--- config.mk ---
export PLATFORM = sky130hd
export DESIGN_NAME = alaw_decode_arbiter_flat
export DESIGN_NICKNAME = d
export VERILOG_FILES = /design/src/rtl/alaw_decode_arbiter_if.sv /design/src/rtl/alaw_decode_arbiter.sv /design/src/flat_wrapper.sv
export SDC_FILE = /design/constraint.sdc
export NUM_CORES = 1
export LEC_CHECK = 0
export ABC_AREA = 1
export CORE_ASPECT_RATIO = 1.25
export CORE_MARGIN = 1.5
export CORE_UTILIZATION = 48
export CTS_CLUSTER_SIZE = 16
export DETAILED_ROUTE_END_ITERATION = 8
export GPL_TIMING_DRIVEN = 0
export PLACE_DENSITY = 0.81
export SYNTH_ARGS = -nofsm -noshare
export SYNTH_HDL_FRONTEND = slang
export SYNTH_SLANG_ARGS = --single-unit
--- constraint.sdc ---
create_clock -name clk -period 4.8 [get_ports clk]
set_input_delay 1.44 -clock clk [delete_from_list [all_inputs] [get_ports clk]]
set_output_delay 1.44 -clock clk [all_outputs]
set_load 0.02 [all_outputs]
--- src/rtl/alaw_decode_arbiter_if.sv ---
// alaw_decode_arbiter_if
//   Bundles the per-channel A-law sample inputs and the decoded-sample
//   output stream of alaw_decode_arbiter.
//   Parameters: NUM_CH (number of channels), CHW (channel index width).
//   Signals:
//     in_valid  [NUM_CH]    per-channel sample valid (source -> arbiter)
//     in_ready  [NUM_CH]    per-channel accept, one-hot or zero (arbiter -> source)
//     in_alaw   [8*NUM_CH]  channel i code at [8*i+7:8*i]
//     out_valid             decoded sample valid (arbiter -> sink)
//     out_ready             sink accept (sink -> arbiter)
//     out_lin   [13]        {sign, 12-bit magnitude}
//     out_ch    [CHW]       source channel of out_lin
//   Modports: master = sources/sink side, slave = arbiter side.
interface alaw_decode_arbiter_if #(
    parameter int NUM_CH = 4,
    parameter int CHW    = 2
);
    logic [NUM_CH-1:0]   in_valid;
    logic [NUM_CH-1:0]   in_ready;
    logic [8*NUM_CH-1:0] in_alaw;
    logic                out_valid;
    logic                out_ready;
    logic [12:0]         out_lin;
    logic [CHW-1:0]      out_ch;

    modport master (
        output in_valid, in_alaw, out_ready,
        input  in_ready, out_valid, out_lin, out_ch
    );

    modport slave (
        input  in_valid, in_alaw, out_ready,
        output in_ready, out_valid, out_lin, out_ch
    );
endinterface

--- src/rtl/alaw_decode_arbiter.sv ---
// alaw_decode_arbiter
//   Shares one combinational A-law expander between NUM_CH sample sources.
//   Round-robin arbitration with optional bursts of up to BURST samples per
//   grant; one registered valid/ready output stream tags every decoded
//   sample with its source channel (latency 1, one sample per cycle).
//   Optional feature macro: ALAW_ARB_STATS_EN adds saturating per-channel
//   accept counters (CNT_W wide) readable through cnt_sel/cnt_val.
//   Ports:
//     clk      rising-edge clock
//     rst      asynchronous reset, active high
//     cnt_sel  counter select            (ALAW_ARB_STATS_EN only)
//     cnt_val  selected counter value    (ALAW_ARB_STATS_EN only)
//     bus      alaw_decode_arbiter_if.slave (inputs, readies, decoded output)
module alaw_decode_arbiter #(
    parameter int NUM_CH = 4,
    parameter int CHW    = 2,
    parameter int BURST  = 1
`ifdef ALAW_ARB_STATS_EN
    ,
    parameter int CNT_W  = 16
`endif
) (
    input  logic                 clk,
    input  logic                 rst,
`ifdef ALAW_ARB_STATS_EN
    input  logic [CHW-1:0]       cnt_sel,
    output logic [CNT_W-1:0]     cnt_val,
`endif
    alaw_decode_arbiter_if.slave bus
);

    typedef enum logic {ARB, HOLD} state_t;

    state_t            state;
    logic [CHW-1:0]    rr_ptr;
    logic [CHW-1:0]    lock;
    logic [3:0]        burst_cnt;
    logic [CHW-1:0]    grant;
    logic              grant_found;
    logic [CHW-1:0]    sel_ch;
    logic [7:0]        sel_code;
    logic [NUM_CH-1:0] ready_vec;
    logic              slot_free;
    logic              xfer;
    logic              burst_done;

    // A-law expansion to {sign, 12-bit magnitude}. Segment 0 is linear
    // (2*mant+1); higher segments add the implicit leading one and shift.
    function automatic logic [12:0] expand(input logic [7:0] code);
        logic [2:0]  seg;
        logic [3:0]  mant;
        logic [11:0] mag;
        seg  = code[6:4];
        mant = code[3:0];
        if (seg == 3'd0) begin
            mag = {7'd0, mant, 1'b1};
        end else begin
            mag = {6'd0, 1'b1, mant, 1'b1} << (seg - 3'd1);
        end
        return {code[7], mag};
    endfunction

    function automatic logic [CHW-1:0] next_ch(input logic [CHW-1:0] ch);
        if (ch == CHW'(NUM_CH - 1)) begin
            return '0;
        end
        return ch + CHW'(1);
    endfunction

    assign slot_free  = ~bus.out_valid | bus.out_ready;
    assign burst_done = (burst_cnt + 4'd1) == 4'(BURST);

    // Round-robin search starting at rr_ptr; first valid channel wins.
    always_comb begin
        grant       = '0;
        grant_found = 1'b0;
        for (int k = 0; k < NUM_CH; k++) begin
            if (!grant_found && bus.in_valid[CHW'((int'(rr_ptr) + k) % NUM_CH)]) begin
                grant       = CHW'((int'(rr_ptr) + k) % NUM_CH);
                grant_found = 1'b1;
            end
        end
    end

    // In HOLD the locked channel keeps its ready regardless of its own
    // valid, so in_ready never waits on the channel it is offered to.
    // Ready is also suppressed while reset is asserted.
    always_comb begin
        ready_vec = '0;
        sel_ch    = (state == HOLD) ? lock : grant;
        if (!rst && (state == HOLD || grant_found)) begin
            ready_vec[sel_ch] = slot_free;
        end
    end

    always_comb begin
        sel_code = 8'h00;
        for (int k = 0; k < NUM_CH; k++) begin
            if (CHW'(k) == sel_ch) begin
                sel_code = bus.in_alaw[8*k +: 8];
            end
        end
    end

    assign bus.in_ready = ready_vec;
    assign xfer         = |(bus.in_valid & ready_vec);

    // Arbitration FSM. A stall never ends a burst; a lost valid on the
    // locked channel or reaching BURST transfers hands the grant onward.
    always_ff @(posedge clk or posedge rst) begin
        if (rst) begin
            state     <= ARB;
            rr_ptr    <= '0;
            lock      <= '0;
            burst_cnt <= '0;
        end else begin
            case (state)
                ARB: begin
                    if (xfer) begin
                        burst_cnt <= 4'd1;
                        if (BURST > 1) begin
                            state <= HOLD;
                            lock  <= grant;
                        end else begin
                            rr_ptr <= next_ch(grant);
                        end
                    end
                end
                HOLD: begin
                    if (!bus.in_valid[lock]) begin
                        state  <= ARB;
                        rr_ptr <= next_ch(lock);
                    end else if (xfer) begin
                        burst_cnt <= burst_cnt + 4'd1;
                        if (burst_done) begin
                            state  <= ARB;
                            rr_ptr <= next_ch(lock);
                        end
                    end
                end
                default: state <= ARB;
            endcase
        end
    end

    // Output register: a new transfer always finds the slot free, so it
    // may overwrite; otherwise a consumed sample simply clears valid.
    always_ff @(posedge clk or posedge rst) begin
        if (rst) begin
            bus.out_valid <= 1'b0;
            bus.out_lin   <= '0;
            bus.out_ch    <= '0;
        end else if (xfer) begin
            bus.out_valid <= 1'b1;
            bus.out_lin   <= expand(sel_code);
            bus.out_ch    <= sel_ch;
        end else if (bus.out_ready) begin
            bus.out_valid <= 1'b0;
        end
    end

`ifdef ALAW_ARB_STATS_EN
    logic [CNT_W-1:0] acc_cnt [NUM_CH];

    // Saturating per-channel accept counters.
    always_ff @(posedge clk or posedge rst) begin
        if (rst) begin
            for (int k = 0; k < NUM_CH; k++) begin
                acc_cnt[k] <= '0;
            end
        end else begin
            for (int k = 0; k < NUM_CH; k++) begin
                if (bus.in_valid[k] && ready_vec[k] && (acc_cnt[k] != '1)) begin
                    acc_cnt[k] <= acc_cnt[k] + CNT_W'(1);
                end
            end
        end
    end

    assign cnt_val = (int'(cnt_sel) < NUM_CH) ? acc_cnt[cnt_sel] : '0;
`endif

endmodule

--- src/flat_wrapper.sv ---
// flat-port wrapper written by rule: the top's interface ports become plain ports
module alaw_decode_arbiter_flat 
#(
    parameter int NUM_CH = 4,
    parameter int CHW    = 2,
    parameter int BURST  = 1

)
  (clk, rst, bus_in_valid, bus_in_alaw, bus_out_ready, bus_in_ready, bus_out_valid, bus_out_lin, bus_out_ch);
  alaw_decode_arbiter_if #(.NUM_CH(NUM_CH), .CHW(CHW)) bus_i ();
  input  logic clk;
  input  logic rst;
  input wire logic [$bits(bus_i.in_valid)-1:0] bus_in_valid;
  input wire logic [$bits(bus_i.in_alaw)-1:0] bus_in_alaw;
  input wire logic [$bits(bus_i.out_ready)-1:0] bus_out_ready;
  output wire logic [$bits(bus_i.in_ready)-1:0] bus_in_ready;
  output wire logic [$bits(bus_i.out_valid)-1:0] bus_out_valid;
  output wire logic [$bits(bus_i.out_lin)-1:0] bus_out_lin;
  output wire logic [$bits(bus_i.out_ch)-1:0] bus_out_ch;
  assign bus_i.in_valid = bus_in_valid;
  assign bus_i.in_alaw = bus_in_alaw;
  assign bus_i.out_ready = bus_out_ready;
  assign bus_in_ready = bus_i.in_ready;
  assign bus_out_valid = bus_i.out_valid;
  assign bus_out_lin = bus_i.out_lin;
  assign bus_out_ch = bus_i.out_ch;
  alaw_decode_arbiter #(.NUM_CH(NUM_CH), .CHW(CHW), .BURST(BURST)) u_core (.clk(clk), .rst(rst), .bus(bus_i));
endmodule
# [Yosys cells after proc, flatten, opt, wreduce, memory -nomap -nowiden]
# Cells that the tools add are included.
[totals] output_inout_bits=20 regBits=23 mem_bits_ro=0 ram_bits=0 mem_count=0 wordCells=114 latch_bits=0
[op_classes] n_bitwise=5 n_eq_ne=11 n_reduce_logical=16 div=0 magnitude_cmp=7 n_mul=0 n_shift=1 n_mux=61 addsub=7
[ops] cell="$mux W8" count=4
[ops] cell="$mux W1" count=30
[ops] cell="$mux W2" count=14
[ops] cell="$lt A2 B4 Y1 const B" count=4
[ops] cell="$mux W4" count=4
[ops] cell="$mux W12" count=1
[ops] cell="$shl A6 B3 Y12" count=1
[ops] cell="$bmux W1 S2" count=5
[ops] cell="$and A4 B4 Y4" count=2
[ops] cell="$pmux W4 S2" count=1
[ops] cell="$add A2 B1 Y2 const B" count=3
[ops] cell="$lt A2 B3 Y1 const B" count=2
[ops] cell="$ne A3 B3 Y1 const B" count=2
[ops] cell="$reduce_and A3 Y1" count=2
[ops] cell="$logic_and A1 B1 Y1" count=5
[ops] cell="$add A2 B2 Y2 const B" count=2
[ops] cell="$add A4 B1 Y4 const B" count=1
[ops] cell="$eq A2 B2 Y1 const A" count=2
[ops] cell="$eq A2 B2 Y1 const B" count=2
[ops] cell="$eq A4 B1 Y1 const B" count=1
[ops] cell="$logic_not A1 Y1" count=4
[ops] cell="$ne A2 B2 Y1 const B" count=2
[ops] cell="$pmux W2 S2" count=1
[ops] cell="$reduce_or A4 Y1" count=1
[ops] cell="11 further kinds" count=12

# [Logic depth before layout (Yosys ltp)]
[logic_depth] ltp_word=30 mapped_depth=28 mapped_depth_nobuf=26

# [Worst setup path after synthesis]
# OpenSTA, ideal clock, no wires.
[synth_timing] path_type="input to output" from="in bus_in_valid[3]" to="out bus_in_ready[3]" path_stages=13 n_path_buf=1 slack_ns=0.039 arrival_time_ns=3.321 path_cell_list="inv_1 nand2_2 nand3_1 nand2_1 nor2_4 nand3_1 o2111ai_1 o21ai_0 inv_1 ha_1 inv_2 buf_2 nor3_1"
[synth_between] elab_chain_cells=20
[synth_rtl] element="from (decl)" line="flat_wrapper.sv:13" text="input wire logic [$bits(bus_i.in_valid)-1:0] bus_in_valid;"
[synth_rtl] element="$bmux W1 S2" line="alaw_decode_arbiter.sv:78" text="if (!grant_found && bus.in_valid[CHW'((int'(rr_ptr) + k) % NUM_CH)]) begin"
[synth_rtl] element="$mux W1 (not written as such) (2 in series)" line="alaw_decode_arbiter.sv:78"
[synth_rtl] element="$mux W1" line="alaw_decode_arbiter.sv:78"
[synth_rtl] element="$logic_not A1 Y1" line="alaw_decode_arbiter.sv:78"
[synth_rtl] element="$logic_and A1 B1 Y1" line="alaw_decode_arbiter.sv:78"
[synth_rtl] element="$mux W1" line="alaw_decode_arbiter.sv:78"
[synth_rtl] element="$logic_not A1 Y1" line="alaw_decode_arbiter.sv:78"
[synth_rtl] element="$logic_and A1 B1 Y1" line="alaw_decode_arbiter.sv:78"
[synth_rtl] element="[... 4 more ...]"
[synth_rtl] element="named net u_core.grant[1]" line="alaw_decode_arbiter.sv:38" text="logic [CHW-1:0] grant;"
[synth_rtl] element="$mux W2 *" line="alaw_decode_arbiter.sv:90" text="sel_ch = (state == HOLD) ? lock : grant;"
[synth_rtl] element="$lt A2 B3 Y1 (not written as such) / $ge A2 B1 Y1 (equally long branches)" line="alaw_decode_arbiter.sv:92" text="ready_vec[sel_ch] = slot_free;"
[synth_rtl] element="$logic_and A1 B1 Y1 (not written as such)" line="alaw_decode_arbiter.sv:92"
[synth_rtl] element="$mux W1 (not written as such)" line="alaw_decode_arbiter.sv:92"
[synth_rtl] element="$demux W1 S2 *"
[synth_rtl] element="$and A4 B4 Y4 (no line) *"
[synth_rtl] element="$mux W4 *" line="alaw_decode_arbiter.sv:91" text="if (!rst && (state == HOLD || grant_found)) begin"
[synth_rtl] element="to (decl)" line="flat_wrapper.sv:16" text="output wire logic [$bits(bus_i.in_ready)-1:0] bus_in_ready;"
# The timed path passes the listed nets; every way through them passes the cells marked *. The select of a mux whose other input is x is not followed.

# [Final worst setup path]
[layout_timing] from="in bus_in_valid[0]" to="out bus_in_ready[3]"
# The elaborated chain is that of the path after synthesis.

==> flow_metrics.env <==
export IMPL_grt_max_degree=29
export IMPL_hold_path_class="flop to flop"
export IMPL_row_count=25
export IMPL_crit_chain="clkdlybuf4s15_1, inv_1, nand2_1, and2_4, o21ai_4, buf_6, o211ai_1, nand2_2, inv_4, ha_4, inv_4, nor3_1, buf_2"
export IMPL_firstDrtPassIters=4
export IMPL_antenna_found_initial=0
export IMPL_postLayoutCoreUtil_pct=74.0
export IMPL_numPortBuffers=58
export IMPL_drt_total_wl_mm=5.14
export IMPL_layout_common_cells="nand2_1, clkdlybuf4s50_1, o21ai_0, inv_1, dfrtp_1"
export IMPL_synth_main_ff_cell="dfrtp_1"
export IMPL_htree_levels=1
export IMPL_num_nets_final=415
export IMPL_cts_sinks=23
export IMPL_r2r_end="u_core.bus.out_lin[4]"
export IMPL_cp_end_kind="output pin"
export IMPL_timing_final_max_slew_violations=0
export IMPL_gr_total_overflow=0
export IMPL_clk_pin_slew_worst_paths_ps=80
export IMPL_ys_ff_latch=23
export IMPL_drc_errors=0
export IMPL_syn_inst=296
export IMPL_grt_pass1_wl_mm=8.81
export IMPL_grt_pass1_vias=2049
export IMPL_fillers=322
export IMPL_core_mm2=0.00385
export IMPL_synth_fp_nets=346
export IMPL_pin_count=59
export IMPL_clockBufferDepth=2
export IMPL_synth_edff_count=0
export IMPL_dpl_hpwl_mm=3.85
export IMPL_holdPathEnd="u_core.bus.out_lin[8]"
export IMPL_setup_viol=0
export IMPL_outcome="finished, final reports clean"
export IMPL_clockRootBuffer="clkbuf_8"
export IMPL_yosysWarnings=2
export IMPL_die_w_um=60.2
export IMPL_ys_types=33
export IMPL_start_kind="input port"
export IMPL_slowest_delay_ps=270
export IMPL_syn2layout_area_growth_pct=45.0
export IMPL_drt_initial_drc_count=91
export IMPL_criticalPathCategory="input port to output pin"
export IMPL_period_share_pct=99.9
export IMPL_dp_cells=408
export IMPL_grt_setup_unrepaired="yes"
export IMPL_syn_area_mm2=0.00196
export IMPL_hold_viol_final=0
export IMPL_cpMostUsedCell="inv_4"
export IMPL_relSlewSlack_pct=63.2
export IMPL_ant_nets=0
export IMPL_skew_ps=3.48
export IMPL_cp_slowest_cell="clkdlybuf4s15_1"
export IMPL_reg2reg_setup_slack_ps=1080
export IMPL_fin_cells=418
export IMPL_fmax_mhz=208
export IMPL_drive_above_1_share_pct=18.7
export IMPL_clock_latency_ps=260
export IMPL_die_y_um=74.5
export IMPL_place_congestion=0.952
export IMPL_seq_area_frac_synth_pct=29.3
export IMPL_synthArstFlopShare_pct=100
export IMPL_worst_path_buf_inv=6
export IMPL_tightest_slew_ps=551
export IMPL_cp_arrival_ps=3360
export IMPL_initial_core_util_pct=51.1
export IMPL_path_max_fanout=12
export IMPL_layout_commonest_cell="nand2_1"
export IMPL_route_vias_total=2104
export IMPL_reg2reg_depth=26
export IMPL_wl_per_cell_um=12.3
export IMPL_numCtsBuffers=3
export IMPL_n_antenna_cell=0
export IMPL_required_ps=3360
export IMPL_dieArea_mm2=0.00449
export IMPL_r2r_start="u_core.rr_ptr[1]"
export IMPL_finalCriticalPeriod_ps=4800
export IMPL_whs_path_depth=2
export IMPL_grt_usage_pct=24.9
export IMPL_critPathTopFamily="buffers and inverters"
export IMPL_cts_tree="done"
export IMPL_maxCapViolCount=0
export IMPL_syn_avg_cell_area_um2=6.64
export IMPL_hp_start="u_core.bus.out_lin[8]"
export IMPL_vias_per_cell=5.03
[cell type report]
cell class	instances	area (um^2)	area share [%]
multi-input cells	232	1310	46.0
repair buffers	66	639	22.4
flip-flops and latches	23	576	20.2
inverters	33	145	5.09
well taps	54	67.6	2.37
plain buffers	6	66.3	2.33
clock buffers	4	45.0	1.58
[worst reg2reg max path: cells and delay by family (launching register included)]
kind                     cells  cell delay [ps]
AO/OA/AOI/OAI                5              700
buffers and inverters        5              620
AND/OR/NAND/NOR             14             1480
adder cells (fa/ha/maj)      2              360
flip-flops                   1              500
[per-layer routing]
| layer | up-vias | part of all wire, % | track usage, % | wire [um] |
|---|---|---|---|---|
| met5 | - | 0 | 0 | 0 |
| met1 | 953 | 43 | 31.6 | 2220 |
| met4 | 0 | 0.29 | 4.69 | 15 |
| li1 | 1091 | - | - | - |
| met2 | 58 | 53 | 45.5 | 2720 |
| met3 | 2 | 3.7 | 2.26 | 190 |
[metrics by stage]
stage                     TNS (ps)  cell area (um^2)  hold WS (ps)  setup slack, ps
final                            0              2850           492             2.44
after global routing         -77.1              2850           514            -51.4
after CTS                        0              2780           497             11.8
after global placement       -8970              2610           476            -1080
after detailed placement     -9720              2610           476            -1140
after floorplan                  0              1960           495             38.9
[synth_stat cells (2+ instances only)]
cell | count | area (um^2)
o21a_1 | 2 | 15.0
or2_2 | 3 | 18.8
o21ai_0 | 26 | 130
o21ai_1 | 5 | 25.0
buf_2 | 4 | 20.0
inv_2 | 3 | 11.3
buf_6 | 2 | 22.5
nor2_1 | 13 | 48.8
nor3_1 | 4 | 20.0
nand4_1 | 6 | 37.5
nand2_2 | 14 | 87.6
ha_1 | 11 | 138
nand2_1 | 104 | 390
inv_1 | 29 | 109
nand3_1 | 16 | 80.1
a31oi_1 | 2 | 12.5
a21oi_1 | 11 | 55.1
o31ai_1 | 2 | 15.0
o211ai_1 | 3 | 22.5
dfrtp_1 | 23 | 576
[cell families after synthesis]
family | after synthesis | share of synthesized area (%)
AND/OR/NAND/NOR | 164 | 36.5
XOR/XNOR | 2 | 0.892
AO/OA/AOI/OAI | 55 | 16.1
buffers and inverters | 41 | 10.3
adder cells (fa/ha/maj) | 11 | 7.01
flip-flops | 23 | 29.3
[state kept, by name, indices dropped and copies added, names as in the netlist]
| register | flops |
|---|---|
| u_core.burst_cnt | 4 |
| u_core.bus.out_lin | 13 |
| u_core.state | 1 |
| u_core.bus.out_ch | 2 |
| u_core.bus.out_valid | 1 |
| u_core.rr_ptr | 2 |
[worst max path at each step]
stage                     cells past startpoint              end            start
final                                        13  bus_in_ready[3]  bus_in_valid[0]
after global placement                       14  bus_in_ready[3]  bus_in_valid[0]
after detailed placement                     14  bus_in_ready[3]  bus_in_valid[0]
after global routing                         14  bus_in_ready[3]  bus_in_valid[3]
after floorplan                              13  bus_in_ready[3]  bus_in_valid[3]
after CTS                                    12  bus_in_ready[0]  bus_in_valid[0]
[what timing repair did]
action	4_1_cts	5_1_grt
gates resized for setup	50	17
pin swaps	10	9
gates cloned	0	0
setup buffers	6	2
hold buffers	0	0
endpoints found under the setup margin	16	11
endpoints found under the hold margin	0	0
Power is not shown: default switching activity piles up to over one toggle a cycle in this logic, so the estimate is an artifact.
